$ cat config.mk
export PLATFORM = sky130hd
export DESIGN_NAME = dmem_port_arbiter_flat
export DESIGN_NICKNAME = d
export VERILOG_FILES = /design/src/rtl/dmem_port_arbiter_if.sv /design/src/rtl/dmem_port_arbiter.sv /design/src/flat_wrapper.sv
export SDC_FILE = /design/constraint.sdc
export NUM_CORES = 1
export LEC_CHECK = 0
export CORE_AREA = 2 2 93 95
export DETAILED_ROUTE_END_ITERATION = 10
export DIE_AREA = 0 0 95 97
export PLACE_DENSITY = 0.7
export SLEW_MARGIN = 15
export SYNTH_ARGS = -nofsm -noshare
export SYNTH_HDL_FRONTEND = slang
export SYNTH_SLANG_ARGS = --single-unit
$ cat constraint.sdc
create_clock -name clk -period 2.1 [get_ports clk]
set_input_delay 0.63 -clock clk [delete_from_list [all_inputs] [get_ports clk]]
set_output_delay 0.63 -clock clk [all_outputs]
set_load 0.03 [all_outputs]
$ cat src/rtl/dmem_port_arbiter_if.sv
//------------------------------------------------------------------------------
// dmem_port_arbiter_if : two-master request/grant bus plus the shared d_mem port
// Rev 1.0
//------------------------------------------------------------------------------
`default_nettype none

interface dmem_port_arbiter_if #(
  parameter int ADDR_WIDTH = 8,
  parameter int DATA_W     = 32
);
  logic                  m0_req;
  logic                  m0_we;
  logic [1:0]            m0_mode;
  logic [ADDR_WIDTH-1:0] m0_addr;
  logic [DATA_W-1:0]     m0_wdata;
  logic                  m0_gnt;
  logic                  m0_rvalid;
  logic [DATA_W-1:0]     m0_rdata;

  logic                  m1_req;
  logic                  m1_we;
  logic [1:0]            m1_mode;
  logic [ADDR_WIDTH-1:0] m1_addr;
  logic [DATA_W-1:0]     m1_wdata;
  logic                  m1_gnt;
  logic                  m1_rvalid;
  logic [DATA_W-1:0]     m1_rdata;

  logic                  mem_wr_en;
  logic [1:0]            mem_mode;
  logic [ADDR_WIDTH-1:0] mem_wr_addr;
  logic [ADDR_WIDTH-1:0] mem_rd_addr;
  logic [DATA_W-1:0]     mem_wdata;
  logic [DATA_W-1:0]     mem_rdata;

  modport slave (
    input  m0_req, m0_we, m0_mode, m0_addr, m0_wdata,
    input  m1_req, m1_we, m1_mode, m1_addr, m1_wdata,
    input  mem_rdata,
    output m0_gnt, m0_rvalid, m0_rdata,
    output m1_gnt, m1_rvalid, m1_rdata,
    output mem_wr_en, mem_mode, mem_wr_addr, mem_rd_addr, mem_wdata
  );

  modport master (
    output m0_req, m0_we, m0_mode, m0_addr, m0_wdata,
    output m1_req, m1_we, m1_mode, m1_addr, m1_wdata,
    output mem_rdata,
    input  m0_gnt, m0_rvalid, m0_rdata,
    input  m1_gnt, m1_rvalid, m1_rdata,
    input  mem_wr_en, mem_mode, mem_wr_addr, mem_rd_addr, mem_wdata
  );
endinterface

`default_nettype wire

$ cat src/rtl/dmem_port_arbiter.sv
//------------------------------------------------------------------------------
// dmem_port_arbiter : shares one d_mem port between CPU (M0) and debug (M1)
// Rev 1.0
//------------------------------------------------------------------------------
`default_nettype none

module dmem_port_arbiter #(
  parameter int ADDR_WIDTH   = 8,
  parameter int DATA_W       = 32,
  parameter int MAX_BURST    = 4,
  parameter int STARVE_LIMIT = 8,
  parameter int RD_LATENCY   = 1
) (
  input  wire logic           clk,
  input  wire logic           rst,
  dmem_port_arbiter_if.slave  bus
);

  localparam int c_burst_w = $clog2(MAX_BURST + 1);
  localparam int c_wait_w  = $clog2(STARVE_LIMIT + 1);
  localparam logic [c_burst_w-1:0] c_max_burst = c_burst_w'(MAX_BURST);
  localparam logic [c_wait_w-1:0]  c_starve    = c_wait_w'(STARVE_LIMIT);

  typedef enum logic [1:0] {
    IDLE = 2'd0,
    OWN0 = 2'd1,
    OWN1 = 2'd2
  } owner_t;

  owner_t                 owner_q, owner_d, pick;
  logic [c_burst_w-1:0]   burst_q, burst_d, burst_inc;
  logic [c_wait_w-1:0]    wait1_q, wait1_d;
  logic [RD_LATENCY-1:0]  pipe_vld_q, pipe_vld_d;
  logic [RD_LATENCY-1:0]  pipe_id_q, pipe_id_d;
  logic                   m0_gnt, m1_gnt, ret_vld, ret_id;

  assign m0_gnt = (owner_q == OWN0) && bus.m0_req;
  assign m1_gnt = (owner_q == OWN1) && bus.m1_req;

  // Starved M1 overrides the fixed M0 priority.
  always_comb begin
    if (bus.m1_req && (wait1_q >= c_starve)) pick = OWN1;
    else if (bus.m0_req)                     pick = OWN0;
    else if (bus.m1_req)                     pick = OWN1;
    else                                     pick = IDLE;
  end

  always_comb begin
    owner_d   = owner_q;
    burst_d   = burst_q;
    burst_inc = burst_q + c_burst_w'(1);
    case (owner_q)
      IDLE: begin
        owner_d = pick;
        burst_d = '0;
      end
      OWN0: begin
        if (m0_gnt) burst_d = burst_inc;
        if (!bus.m0_req || (m0_gnt && (burst_inc == c_max_burst))) begin
          burst_d = '0;
          owner_d = bus.m1_req ? OWN1 : pick;
        end
      end
      OWN1: begin
        if (m1_gnt) burst_d = burst_inc;
        if (!bus.m1_req || (m1_gnt && (burst_inc == c_max_burst))) begin
          burst_d = '0;
          owner_d = bus.m0_req ? OWN0 : pick;
        end
      end
      default: begin
        owner_d = IDLE;
        burst_d = '0;
      end
    endcase
  end

  always_comb begin
    wait1_d = '0;
    if (bus.m1_req && !m1_gnt)
      wait1_d = (wait1_q >= c_starve) ? c_starve : wait1_q + c_wait_w'(1);
  end

  // Read-return pipe: stage 0 takes this cycle's accepted read, top stage routes mem_rdata.
  always_comb begin
    pipe_vld_d    = '0;
    pipe_id_d     = '0;
    pipe_vld_d[0] = (m0_gnt && !bus.m0_we) || (m1_gnt && !bus.m1_we);
    pipe_id_d[0]  = m1_gnt;
    for (int i = 1; i < RD_LATENCY; i++) begin
      pipe_vld_d[i] = pipe_vld_q[i-1];
      pipe_id_d[i]  = pipe_id_q[i-1];
    end
  end

  always_ff @(posedge clk) begin
    if (rst) begin
      owner_q    <= IDLE;
      burst_q    <= '0;
      wait1_q    <= '0;
      pipe_vld_q <= '0;
      pipe_id_q  <= '0;
    end else begin
      owner_q    <= owner_d;
      burst_q    <= burst_d;
      wait1_q    <= wait1_d;
      pipe_vld_q <= pipe_vld_d;
      pipe_id_q  <= pipe_id_d;
    end
  end

  assign ret_vld = pipe_vld_q[RD_LATENCY-1];
  assign ret_id  = pipe_id_q[RD_LATENCY-1];

  assign bus.m0_gnt    = m0_gnt;
  assign bus.m1_gnt    = m1_gnt;
  assign bus.m0_rvalid = ret_vld && !ret_id;
  assign bus.m1_rvalid = ret_vld && ret_id;
  assign bus.m0_rdata  = (ret_vld && !ret_id) ? bus.mem_rdata : '0;
  assign bus.m1_rdata  = (ret_vld && ret_id)  ? bus.mem_rdata : '0;

  always_comb begin
    bus.mem_wr_en   = 1'b0;
    bus.mem_mode    = '0;
    bus.mem_wr_addr = '0;
    bus.mem_rd_addr = '0;
    bus.mem_wdata   = '0;
    if (m0_gnt) begin
      bus.mem_wr_en   = bus.m0_we;
      bus.mem_mode    = bus.m0_mode;
      bus.mem_wr_addr = bus.m0_addr;
      bus.mem_rd_addr = bus.m0_addr;
      bus.mem_wdata   = bus.m0_wdata;
    end else if (m1_gnt) begin
      bus.mem_wr_en   = bus.m1_we;
      bus.mem_mode    = bus.m1_mode;
      bus.mem_wr_addr = bus.m1_addr;
      bus.mem_rd_addr = bus.m1_addr;
      bus.mem_wdata   = bus.m1_wdata;
    end
  end

endmodule

`default_nettype wire
$ cat src/flat_wrapper.sv
// flat-port wrapper written by rule: the top's interface ports become plain ports
module dmem_port_arbiter_flat 
#(
  parameter int ADDR_WIDTH   = 8,
  parameter int DATA_W       = 32,
  parameter int MAX_BURST    = 4,
  parameter int STARVE_LIMIT = 8,
  parameter int RD_LATENCY   = 1
)
  (clk, rst, bus_m0_req, bus_m0_we, bus_m0_mode, bus_m0_addr, bus_m0_wdata, bus_m1_req, bus_m1_we, bus_m1_mode, bus_m1_addr, bus_m1_wdata, bus_mem_rdata, bus_m0_gnt, bus_m0_rvalid, bus_m0_rdata, bus_m1_gnt, bus_m1_rvalid, bus_m1_rdata, bus_mem_wr_en, bus_mem_mode, bus_mem_wr_addr, bus_mem_rd_addr, bus_mem_wdata);
  dmem_port_arbiter_if #(.ADDR_WIDTH(ADDR_WIDTH), .DATA_W(DATA_W)) bus_i ();
  input  wire logic clk;
  input  wire logic rst;
  input wire logic [$bits(bus_i.m0_req)-1:0] bus_m0_req;
  input wire logic [$bits(bus_i.m0_we)-1:0] bus_m0_we;
  input wire logic [$bits(bus_i.m0_mode)-1:0] bus_m0_mode;
  input wire logic [$bits(bus_i.m0_addr)-1:0] bus_m0_addr;
  input wire logic [$bits(bus_i.m0_wdata)-1:0] bus_m0_wdata;
  input wire logic [$bits(bus_i.m1_req)-1:0] bus_m1_req;
  input wire logic [$bits(bus_i.m1_we)-1:0] bus_m1_we;
  input wire logic [$bits(bus_i.m1_mode)-1:0] bus_m1_mode;
  input wire logic [$bits(bus_i.m1_addr)-1:0] bus_m1_addr;
  input wire logic [$bits(bus_i.m1_wdata)-1:0] bus_m1_wdata;
  input wire logic [$bits(bus_i.mem_rdata)-1:0] bus_mem_rdata;
  output wire logic [$bits(bus_i.m0_gnt)-1:0] bus_m0_gnt;
  output wire logic [$bits(bus_i.m0_rvalid)-1:0] bus_m0_rvalid;
  output wire logic [$bits(bus_i.m0_rdata)-1:0] bus_m0_rdata;
  output wire logic [$bits(bus_i.m1_gnt)-1:0] bus_m1_gnt;
  output wire logic [$bits(bus_i.m1_rvalid)-1:0] bus_m1_rvalid;
  output wire logic [$bits(bus_i.m1_rdata)-1:0] bus_m1_rdata;
  output wire logic [$bits(bus_i.mem_wr_en)-1:0] bus_mem_wr_en;
  output wire logic [$bits(bus_i.mem_mode)-1:0] bus_mem_mode;
  output wire logic [$bits(bus_i.mem_wr_addr)-1:0] bus_mem_wr_addr;
  output wire logic [$bits(bus_i.mem_rd_addr)-1:0] bus_mem_rd_addr;
  output wire logic [$bits(bus_i.mem_wdata)-1:0] bus_mem_wdata;
  assign bus_i.m0_req = bus_m0_req;
  assign bus_i.m0_we = bus_m0_we;
  assign bus_i.m0_mode = bus_m0_mode;
  assign bus_i.m0_addr = bus_m0_addr;
  assign bus_i.m0_wdata = bus_m0_wdata;
  assign bus_i.m1_req = bus_m1_req;
  assign bus_i.m1_we = bus_m1_we;
  assign bus_i.m1_mode = bus_m1_mode;
  assign bus_i.m1_addr = bus_m1_addr;
  assign bus_i.m1_wdata = bus_m1_wdata;
  assign bus_i.mem_rdata = bus_mem_rdata;
  assign bus_m0_gnt = bus_i.m0_gnt;
  assign bus_m0_rvalid = bus_i.m0_rvalid;
  assign bus_m0_rdata = bus_i.m0_rdata;
  assign bus_m1_gnt = bus_i.m1_gnt;
  assign bus_m1_rvalid = bus_i.m1_rvalid;
  assign bus_m1_rdata = bus_i.m1_rdata;
  assign bus_mem_wr_en = bus_i.mem_wr_en;
  assign bus_mem_mode = bus_i.mem_mode;
  assign bus_mem_wr_addr = bus_i.mem_wr_addr;
  assign bus_mem_rd_addr = bus_i.mem_rd_addr;
  assign bus_mem_wdata = bus_i.mem_wdata;
  dmem_port_arbiter #(.ADDR_WIDTH(ADDR_WIDTH), .DATA_W(DATA_W), .MAX_BURST(MAX_BURST), .STARVE_LIMIT(STARVE_LIMIT), .RD_LATENCY(RD_LATENCY)) u_core (.clk(clk), .rst(rst), .bus(bus_i));
endmodule
== Word level (Yosys, flattened, before mapping) ==
Cells that the tools add are included.

* Bits in registers: 11
* Output and inout bits: 119
* Word-level logic and storage cells: 65
* Input bits: 122

* $add $sub $neg: 2
* Order comparisons: 1
* Bitwise operators: 1
* Mux-type cells: 24
* Reductions and logical operators: 24
* Eq/ne operators: 7

{| class="wikitable"
|+ Operators with widths
! operator !! count
|-
| 2-to-1 mux 32 bit || 4
|-
| 2-to-1 mux 2 bit || 9
|-
| 2-to-1 mux 8 bit || 2
|-
| 2-to-1 mux 3 bit || 4
|-
| logical AND 1 bit || 10
|-
| zero test 1 bit || 6
|-
| inequality test 3 x 2 -> 1 bit (second input constant) || 2
|-
| case mux 2 bit (3 select lines) || 1
|-
| case mux 3 bit (2 select lines) || 1
|-
| adder 4 x 1 -> 4 bit (second input constant) || 1
|-
| >= comparator 4 bit (second input constant) || 1
|-
| 2-to-1 mux 4 bit || 1
|-
| inequality test 2 bit (second input constant) || 2
|-
| AND reduction 2 bit || 2
|-
| adder 3 x 1 -> 3 bit (second input constant) || 1
|-
| == test 3 bit (second input constant) || 1
|-
| logical OR 1 bit || 3
|-
| OR reduction 3 bit || 1
|-
| == test 2 x 1 -> 1 bit (second input constant) || 1
|-
| == test 2 bit (second input constant) || 1
|-
| zero test 2 bit || 1
|-
| 2-to-1 mux 1 bit || 2
|-
| OR reduction 2 bit || 1
|-
| inverter 1 bit || 1
|}

== Longest topological paths before layout ==
* Depth after elaboration: 6
* Gate-level depth with buffers: 8
* Gate-level depth less buffers: 6

== Least setup slack after synthesis ==
OpenSTA, ideal clock, no wires.

* Kind: register to output
* From: reg u_core.owner_q[0]
* To: out bus_mem_wr_addr[0]
* Required time: 1.470 ns
* Path slack: -0.169 ns
* Stages on the path, launching flop included: 8
* Arrival time: 1.639 ns
* Cells stage by stage: dfxtp_1 inv_1 ha_1 nand2_4 nor2_8 buf_8 a22o_1 buf_4

* Cells in the longest elaborated chain, start to end: 4
* Elaborated cells on any way between the ends: 6

{| class="wikitable"
|+ Ends and longest elaborated chain
! item !! line !! text
|-
| start: declaration || dmem_port_arbiter.sv:30 || <nowiki>owner_t owner_q, owner_d, pick;</nowiki>
|-
| start signal: assignment || dmem_port_arbiter.sv:104 || <nowiki>owner_q <= owner_d;</nowiki>
|-
| == test 2 bit || dmem_port_arbiter.sv:38 || <nowiki>assign m1_gnt = (owner_q == OWN1) && bus.m1_req;</nowiki>
|-
| logical AND 1 bit || dmem_port_arbiter.sv:38 ||
|-
| 2-to-1 mux 8 bit || - ||
|-
| 2-to-1 mux 8 bit (*) || - ||
|-
| end: declaration || flat_wrapper.sv:33 || <nowiki>output wire logic [$bits(bus_i.mem_wr_addr)-1:0] bus_mem_wr_addr;</nowiki>
|}

Mark *: on every way between the ends. The rest lies on a longest branch, timed or not.

== Worst setup path after layout ==
* From: reg u_core.owner_q[1]
* To: out bus_mem_wdata[14]

* Cells in the longest elaborated chain, start to end: 4
* Elaborated cells on any way between the ends: 6

{| class="wikitable"
|+ Ends and longest elaborated chain
! item !! line !! text
|-
| == test 2 bit || dmem_port_arbiter.sv:38 ||
|-
| logical AND 1 bit || dmem_port_arbiter.sv:38 ||
|-
| 2-to-1 mux 32 bit || dmem_port_arbiter.sv:134 || <nowiki>end else if (m1_gnt) begin</nowiki>
|-
| 2-to-1 mux 32 bit (*) || dmem_port_arbiter.sv:128 || <nowiki>if (m0_gnt) begin</nowiki>
|-
| end: declaration || flat_wrapper.sv:35 || <nowiki>output wire logic [$bits(bus_i.mem_wdata)-1:0] bus_mem_wdata;</nowiki>
|}

Marked as above.

==> out/results.txt <==
post-place setup slack -> -0.511 ns
commonest non-fill, non-tap cell in the layout -> clkdlybuf4s50_1
R2R depth -> 8
min cycle time layout -> 2.27 ns
Util after Layout -> 55.3%
most frequent cells in the layout -> clkdlybuf4s50_1 (118), buf_4 (88), buf_6 (47)
# fillers -> 698
Antenna Nets Post-Route -> 0
Comb pwr share -> 66.0%
Yosys warning count -> 0
VDD IR-drop max -> 0.000227 V
status -> finished, violations left
CP Data Required Time -> 1.47 ns
synth-to-layout area growth -> 190%
die width -> 95 µm
unrepaired setup endpoints after global routing -> yes
ANT cells -> 0
mapped cell area -> 0.00155 mm²
Worst Setup EP -> bus_mem_wdata[14]
sequential share of the synthesized area -> 14.2%
multi-input logic area -> 0.00123 mm²
CTS tree -> built
initial antenna violation count -> 0
vias in the first global route -> 2314
per-cell routed wire length -> 16.8 µm
GP Congestion -> 0.868
synthesized area per cell -> 8.03 µm²
Clk network pwr share -> 16.8%
final setup margin -> -0.169 ns
Num CTS Buffers -> 3
Slew headroom -> 76.0%
Reg2Reg Capture Point -> u_core.owner_q[1]
XOR/XNOR Fraction of Synth Area -> 0.565%
drt initial violations -> 48
Max Freq -> 441 MHz
met1 wire length -> 3560 µm
count of different cell masters after synthesis -> 34
CTS max path bufs -> 2
core box area -> 0.00813 mm²
failing checks -> setup timing
largest family of logic cells by synthesized area -> simple AND/OR/NAND/NOR gates
DP Wirelength -> 7020 µm
port buffer count -> 240
Max Used Layer -> met4
Clk Latency, worst-skew pair -> 0.25 ns
FF+latch area -> 225 µm²
global-route wire length before repair -> 13100 µm
net count after synthesis -> 323
max_cap viols -> 0
mux cell area share after synthesis -> 1.37%
Slew Viols, Final -> 0
Post-Route WL -> 9250 µm
Top Ports -> 241
Seq cells post-synth -> 11
switching part of the total -> 35.5%
Total Die Area -> 0.00922 mm²
Tcrit/Tclk final -> 108%
row cnt -> 33
hold_ws -> 0.435 ns
pwr dens -> 294 mW/mm²
Initial DRT Pass Iterations -> 4
CP Launch Point -> u_core.owner_q[1]
Leakage -> 2.19 nW
Synth Area in Compound Gates -> 27.4%
Final Hold Fails -> 0
CTS H-tree lvls -> 1
critical path type -> flip-flop to primary output
fin nets -> 578
Global Route Usage Sum -> 18.2%
initial core utilization -> 19.1%
register clock-pin slew on the reported worst setup and hold paths -> 0.05 ns
Pint -> 0.000854 W
die span in y -> 97 µm
layout cells sized above 1 -> 40.5%
largest net degree at the start of global routing -> 34
Fin Clk Skew -> 0.00138 ns
Sequential Power Share -> 17.1%
post-synthesis adder-cell area fraction -> 6.46%
Via density -> 4.35
final setup vio count -> 50
reg-to-reg slack, setup -> 0.52 ns
Psw -> 0.000469 W
grt total ovfl -> 0
met3 wire len -> 893 µm
DRC viols -> 0
Hold Crit Class -> flip-flop to flip-flop
Post-Synthesis Cells -> 193
met2 wire length -> 4640 µm
worst-path fanout max -> 5
kind of start point of the critical path -> flip-flop
root buffer cell -> clkbuf_8
Post-Synth Simple-Gate Area -> 36.3%
Least-Margin Pin Slew -> 0.350 ns
via count -> 2399
worst r2r src -> u_core.owner_q[1]
total clock sinks -> 11
Crit. End Element -> primary output
crit path DAT -> 1.64 ns
[kinds of logic after synthesis]
| group | Yosys count |
|---|---|
| adder cells (fa/ha/maj) | 8 |
| multiplexers | 2 |
| AO/OA/AOI/OAI | 49 |
| XOR/XNOR | 1 |
| buffers and inverters | 34 |
| AND/OR/NAND/NOR | 88 |
| flip-flops | 11 |
[state kept, by name, indices dropped and copies added (netlist names)]
| register | cells |
|---|---|
| u_core.burst_q | 3 |
| u_core.owner_q | 2 |
| u_core.pipe_id_q | 1 |
| u_core.wait1_q | 4 |
| u_core.pipe_vld_q | 1 |
[routing by layer]
layer	vias to the layer above	track usage (%)
met3	15	5.92
met4	0	3.90
met5	-	0
met2	104	32.4
li1	1212	-
met1	1068	20.8
[worst max-delay path: stages (launching register included)]
cell,delay [ns]
dfxtp_2,0.35
inv_2,0.05
ha_4,0.16
nand2_4,0.08
inv_8,0.05
nor2_8,0.15
buf_12,0.14
buf_16,0.11
a22o_1,0.15
buf_6,0.14
[worst min-delay path by stage]
stage | from | end | slack (ns) | depth (start not counted)
2_1_floorplan | u_core.burst_q[0] | u_core.burst_q[0] | 0.40 | 1
3_3_place_gp | u_core.burst_q[0] | u_core.burst_q[0] | 0.42 | 1
3_5_place_dp | u_core.burst_q[0] | u_core.burst_q[0] | 0.42 | 1
4_1_cts | u_core.burst_q[0] | u_core.burst_q[0] | 0.43 | 1
5_1_grt | u_core.burst_q[0] | u_core.burst_q[0] | 0.45 | 1
6_report | u_core.burst_q[0] | u_core.burst_q[0] | 0.44 | 1
[through the flow]
step	area, µm²	power [W]	TNS, ns	std cells
2_1_floorplan	1560	0.000540	-0.361	193
3_3_place_gp	3850	0.000942	-23.40	529
3_5_place_dp	3850	0.000948	-23.90	529
4_1_cts	4420	0.00131	-4.41	546
5_1_grt	4490	0.00139	-8.81	552
6_report	4490	0.00132	-5.99	552
[layout make-up]
| class | instances | area share (%) |
|---|---|---|
| clock buffer | 3 | 0.919 |
| clock inverter | 1 | 0.111 |
| inverter | 9 | 0.974 |
| multi-input combinational | 148 | 27.3 |
| sequential | 11 | 5.01 |
| tap | 105 | 2.92 |
| timing repair buffer | 275 | 62.8 |
[power by group through the flow]
stage	Clock [W]	Combinational, W	Sequential (W)
after floorplan	0	0.000313	0.000227
after global placement	0	0.000715	0.000227
after detailed placement	0	0.000721	0.000228
after CTS	0.000229	0.000855	0.000226
after global routing	0.000241	0.000919	0.000228
final	0.000223	0.000874	0.000227
[Yosys cell counts]
library cell	n	area share (%)
nor3b_1	1	0.48
xnor2_1	1	0.57
and2b_1	1	0.48
a21oi_2	1	0.57
mux2i_1	1	0.65
nor2b_1	2	0.81
a22o_1	43	24
a211oi_1	1	0.48
buf_2	5	1.6
nand2_2	1	0.40
and2_1	33	13
o22a_1	1	0.57
or3_1	1	0.40
nand3b_1	1	0.48
nand2_1	1	0.24
nor3_1	2	0.65
nor2_1	6	1.5
nor3b_2	1	0.81
buf_8	4	3.9
mux2_1	1	0.73
and4b_1	1	0.65
nor2_8	1	1.3
nand2b_1	3	1.2
nand2_4	1	0.73
clkbuf_1	8	1.9
inv_1	8	1.9
dfxtp_1	11	14
a31oi_1	1	0.40
and3_1	32	13
a2111oi_0	1	0.57
buf_4	8	3.9
o311ai_1	1	0.57
inv_4	1	0.40
ha_1	8	6.5
[repair_timing]
item	CTS	global route
endpoints found under the setup margin	53	52
gates cloned	6	1
pin swaps	14	8
hold buffers	0	0
buffers inserted	7	5
resized for setup	83	4
Power figures use the tool's default switching activity.
